[src/rtl/fir_mac_sequencer.sv]
// fir_mac_sequencer: time-multiplexed FIR MAC that sweeps a coefficient memory against a circular sample history.
// One sample in, TAPS coefficient reads, then a rounded/saturated output held until accepted.
module fir_mac_sequencer #(
    parameter int TAPS        = 128,
    parameter int DATA_WIDTH  = 16,
    parameter int COEFF_WIDTH = 16,
    parameter int ADDR_WIDTH  = 7,
    parameter int ACC_WIDTH   = 40,
    parameter int OUT_WIDTH   = 16,
    parameter int OUT_SHIFT   = 15
) (
    input  logic                   clk,
    input  logic                   rst_n,
    input  logic                   in_valid,
    output logic                   in_ready,
    input  logic [DATA_WIDTH-1:0]  in_data,
    output logic                   coeff_rd_en,
    output logic [ADDR_WIDTH-1:0]  coeff_rd_addr,
    input  logic [COEFF_WIDTH-1:0] coeff_rd_data,
    output logic                   out_valid,
    input  logic                   out_ready,
    output logic [OUT_WIDTH-1:0]   out_data,
    output logic                   out_sat,
    output logic                   busy
);
    localparam int PW = DATA_WIDTH + COEFF_WIDTH;
    localparam logic [ADDR_WIDTH-1:0] LAST = ADDR_WIDTH'(TAPS - 1);
    localparam logic signed [ACC_WIDTH-1:0] RND  = ACC_WIDTH'(1) << (OUT_SHIFT - 1);
    localparam logic signed [ACC_WIDTH-1:0] OMAX = ACC_WIDTH'((1 << (OUT_WIDTH - 1)) - 1);
    localparam logic signed [ACC_WIDTH-1:0] OMIN = -OMAX - 1;

    typedef enum logic [2:0] {CLEAR, IDLE, MAC, DRAIN, ROUND, OUT} state_t;

    state_t                        state_q;
    logic [ADDR_WIDTH-1:0]         cnt_q, wptr_q, addr_q, tap_d;
    logic                          rd_en_q, v_q, in_ready_q, busy_q, out_valid_q, out_sat_q;
    logic signed [DATA_WIDTH-1:0]  x_q, x2_q;
    logic signed [ACC_WIDTH-1:0]   acc_q, rnd_d, sh_d;
    logic signed [PW-1:0]          prod_d;
    logic [OUT_WIDTH-1:0]          out_data_q;
    logic [DATA_WIDTH-1:0]         hist [TAPS];

    always_comb begin
        tap_d  = wptr_q - addr_q - 1'b1;
        prod_d = $signed(coeff_rd_data) * x2_q;
        rnd_d  = acc_q + RND;
        sh_d   = rnd_d >>> OUT_SHIFT;
    end

    // History is a plain memory; CLEAR zeroes it, so it needs no reset of its own.
    always_ff @(posedge clk) begin
        if (state_q == CLEAR)
            hist[cnt_q] <= '0;
        else if (state_q == IDLE && in_valid && in_ready_q)
            hist[wptr_q] <= in_data;
    end

    always_ff @(posedge clk or negedge rst_n) begin
        if (!rst_n) begin
            state_q     <= CLEAR;
            cnt_q       <= '0;
            wptr_q      <= '0;
            addr_q      <= '0;
            rd_en_q     <= 1'b0;
            v_q         <= 1'b0;
            x_q         <= '0;
            x2_q        <= '0;
            acc_q       <= '0;
            in_ready_q  <= 1'b0;
            busy_q      <= 1'b1;
            out_valid_q <= 1'b0;
            out_data_q  <= '0;
            out_sat_q   <= 1'b0;
        end else begin
            v_q  <= rd_en_q;
            x2_q <= x_q;
            if (v_q)
                acc_q <= acc_q + {{(ACC_WIDTH-PW){prod_d[PW-1]}}, prod_d};
            case (state_q)
                CLEAR: begin
                    cnt_q <= cnt_q + 1'b1;
                    if (cnt_q == LAST) begin
                        state_q    <= IDLE;
                        in_ready_q <= 1'b1;
                        busy_q     <= 1'b0;
                    end
                end
                IDLE: if (in_valid && in_ready_q) begin
                    state_q    <= MAC;
                    in_ready_q <= 1'b0;
                    busy_q     <= 1'b1;
                    acc_q      <= '0;
                    rd_en_q    <= 1'b1;
                    addr_q     <= '0;
                    x_q        <= in_data;
                end
                // Tap 0 is the sample just accepted; later taps walk backwards through history.
                MAC: if (addr_q == LAST) begin
                    rd_en_q <= 1'b0;
                    state_q <= DRAIN;
                end else begin
                    addr_q <= addr_q + 1'b1;
                    x_q    <= hist[tap_d];
                end
                DRAIN: state_q <= ROUND;
                ROUND: begin
                    out_valid_q <= 1'b1;
                    out_sat_q   <= (sh_d > OMAX) || (sh_d < OMIN);
                    out_data_q  <= sh_d > OMAX ? OMAX[OUT_WIDTH-1:0] :
                                   sh_d < OMIN ? OMIN[OUT_WIDTH-1:0] : sh_d[OUT_WIDTH-1:0];
                    state_q     <= OUT;
                end
                OUT: if (out_ready) begin
                    out_valid_q <= 1'b0;
                    wptr_q      <= wptr_q + 1'b1;
                    state_q     <= IDLE;
                    in_ready_q  <= 1'b1;
                    busy_q      <= 1'b0;
                end
                default: state_q <= CLEAR;
            endcase
        end
    end

    assign in_ready      = in_ready_q;
    assign coeff_rd_en   = rd_en_q;
    assign coeff_rd_addr = addr_q;
    assign out_valid     = out_valid_q;
    assign out_data      = out_data_q;
    assign out_sat       = out_sat_q;
    assign busy          = busy_q;
endmodule

[config.mk]
export PLATFORM = sky130hd
export DESIGN_NAME = fir_mac_sequencer
export DESIGN_NICKNAME = d
export VERILOG_FILES = /design/src/rtl/fir_mac_sequencer.sv
export SDC_FILE = /design/constraint.sdc
export NUM_CORES = 2
export LEC_CHECK = 0
export ABC_AREA = 1
export CORE_ASPECT_RATIO = 1.25
export CORE_MARGIN = 2
export CORE_UTILIZATION = 45
export CTS_CLUSTER_DIAMETER = 150
export CTS_CLUSTER_SIZE = 28
export DETAILED_ROUTE_END_ITERATION = 12
export PLACE_DENSITY = 0.64
export SYNTH_ARGS = -nofsm -noshare
export SYNTH_HDL_FRONTEND = slang
export SYNTH_SLANG_ARGS = --single-unit
[constraint.sdc]
create_clock -name clk -period 21.7 [get_ports clk]
set_clock_uncertainty 0.1 [all_clocks]
set_input_delay 2.17 -clock clk [delete_from_list [all_inputs] [get_ports clk]]
set_output_delay 2.17 -clock clk [all_outputs]
set_load 0.01 [all_outputs]
==> out/metrics.cfg <==
[timing]
fin_crit_sh_pct=45.2
fin_ws_ns=11.89
layout_min_cycle_time_ns=9.81
tightest_slew_ns=1.23
finalSetupViolations=0
tns_ns=0
max_freq_mhz=102
rsz0062_at_grt=no
slew_violations=0
maxSlewHeadroom_pct=17.9
finalHoldViolCount=0

[global_routing]
grtUsageTotal_pct=24.6
grt_pass1_vias=67100
grt-ovfl-total=0
grt_pass1_wl_um=426000
antenna_found_initial=10
grt_max_degree=207

[logic_synthesis]
synth_top_area_share_pct=60.8
syn_nets=9709
netlist_top_cells_count=2048 x edfxtp_1, 1737 x nor2_1, 1274 x nand2_1
synth_most_common_cell=edfxtp_1
ys.warnings.count=0
ys_seq_area_share_pct=63.8
syn_avg_cell_area_um2=10.9
ys_types=58
syn_area_mm2=0.101
async_flop_share_pct=5.45
synth_area_leaders=edfxtp_1 61%, nor2_1 6.4%, o21ai_0 5.6%
synth_seq_cells=2166
ys.flop_type=edfxtp_1
synth_top_area_cell=edfxtp_1
synth_edf_count=2048
syn-instance-count=9276

[floorplanning]
die-area_mm2=0.228
start_util_pct=45.3
die_y_um=534
pin_count=64
core.rowCount=194
die_x_um=428
fp.coreArea_mm2=0.223

[critical_path]
cpLargestDelayFamily=adder cells
worstPathMaxFanout=16
crit_top_cell=inv_1
crit_path_end_kind=register
required_ns=22.29
arrival_ns=10.41
critPathMaxStageDelay_ns=0.99
critPathBufInv=9
cp_slowest_cell=clkdlybuf4s50_1
worstSetupPathType=in -> reg
cp-start-kind=primary input

[route]
drcViolationCount=0
first_pass_iters=8
antenna_left=0
route.vias.total=68700
drt_iter0_drc=7924
via_per_inst=5.69
totalWireLength_um=286000
wl_per_cell_um=23.7

[layout]
layout-drive-gt1-share_pct=4.93
regArea_mm2=0.0645
finish.instance_area_mm2=0.108
multi_input_area_mm2=0.0320
fillers=19900
syn_to_final_growth_pct=6.41
final_nets=9527

[clocking]
post_cts_buffers=0
ctsResizeCount=0
cts_buffers=89
clk_pin_slew_ns=0.12
cts-hold-fix-buffers=0
worstSkewPairLatency_ns=0.81
numClockSinks=2166
cts-root-buf=clkbuf_16
htreeDepth=3
cts_tree=done
clockBufferDepth=3

[flow_run]
drv_cap=0

[placement]
hpwl_um=174000
pre_cts_ws_ns=11.05
place.gp.congestion=0.931
port-buffer-count=63
dpl_cell_area_mm2=0.105

[pwr]
pwr_density_cell_mw_per_mm2=61.6
ir_drop_v=0.0000617
p_leak_nw=35.2

[worst_hold_path]
hold_path.class=reg -> reg

[status]
outcome=finished, final reports clean

-- cell usage in the layout (no fill, tap or decap), types with 90 or more instances in the layout --
master     count
o21ai_0     1132
buf_4        199
ha_1         132
o22ai_1      256
inv_1        672
clkbuf_16     90
edfxtp_1    2048
a21oi_1      118
nor2_1      1698
dfrtp_1      117
o21ai_1      152
fa_1         263
nand2_1     1267
nand3_1      573
-- stage by stage --
stage          power (mW)  cells  util (%)  hold slack (ns)
2_1_floorplan        4.61   9276         -            0.254
3_3_place_gp         4.63  11900      47.0            0.260
3_5_place_dp         4.63  11900      47.0            0.260
4_1_cts              6.65  12100      48.2            0.272
5_1_grt              6.78  12100      48.2            0.280
6_report             6.63  12100      48.2            0.272
-- flip-flops by register name (all words and copies together), names as in the netlist --
| signal | flops |
|---|---|
| busy | 1 |
| out_sat | 1 |
| wptr_q | 7 |
| coeff_rd_en | 1 |
| state_q | 3 |
| cnt_q | 7 |
| x_q | 16 |
| out_data | 16 |
| coeff_rd_addr | 7 |
| out_valid | 1 |
| hist | 2048 |
| v_q | 1 |
| acc_q | 40 |
| in_ready | 1 |
| x2_q | 16 |
-- routing by layer --
metal	share of wire, %	up-vias	routed length [um]	GRT usage, %
li1	-	31200	-	-
met1	40	34300	113000	32.3
met2	49	2804	139000	41.2
met3	7.3	453	20800	2.70
met4	4.6	6	13200	11.0
met5	0.013	-	38	0
-- final timing paths --
check	startpoint	to	slack [ns]	depth (start not counted)
max in group asynchronous	rst_n	x2_q[2]$_DFF_PN0_	18.75	2
hold reg to reg	x_q[15]$_DFFE_PN0P_	x2_q[15]$_DFF_PN0_	0.27	0
hold / removal	x_q[15]$_DFFE_PN0P_	x2_q[15]$_DFF_PN0_	0.27	0
min in group asynchronous	rst_n	acc_q[23]$_DFF_PN0_	1.30	1
setup / recovery	coeff_rd_data[7]	acc_q[38]$_DFF_PN0_	11.89	35
setup reg to reg	x2_q[1]$_DFF_PN0_	acc_q[38]$_DFF_PN0_	13.30	30
-- worst register-to-register path: cells and delay by family (launching register included) --
| kind | cells | cell delay, ns |
|---|---|---|
| compound gates | 2 | 0.50 |
| xor+xnor | 1 | 0.32 |
| fa+ha+maj | 8 | 4.20 |
| buf+inv | 7 | 0.54 |
| flops | 1 | 0.87 |
| simple gates | 12 | 1.77 |
-- power breakdown --
part,total (mW),internal (mW),switching (mW)
combinational,0.0341,0.00902,0.0250
sequential,4.50,4.50,0.00263
clock,2.09,0.805,1.29
total,6.63,5.31,1.31
-- kinds of logic after synthesis --
logic type                 synth area share (%)
xor gates and xnor gates                  0.630
adders and majority gates                  6.87
DFF                                        63.8
buffers and inverters                      4.85
AOI/OAI and AO/OA                          9.09
and+or+nand+nor                            14.8
-- area by class of cell --
class / instances / area share, %
diodes: 2 / 0.00465
flip-flops and latches: 2166 / 59.9
clock buffers: 123 / 2.21
clock inverters: 11 / 0.264
well taps: 2940 / 3.42
repair buffers: 263 / 2.00
inverters: 689 / 2.44
multi-input cells: 5885 / 29.7
(Power assumes the default switching activity.)
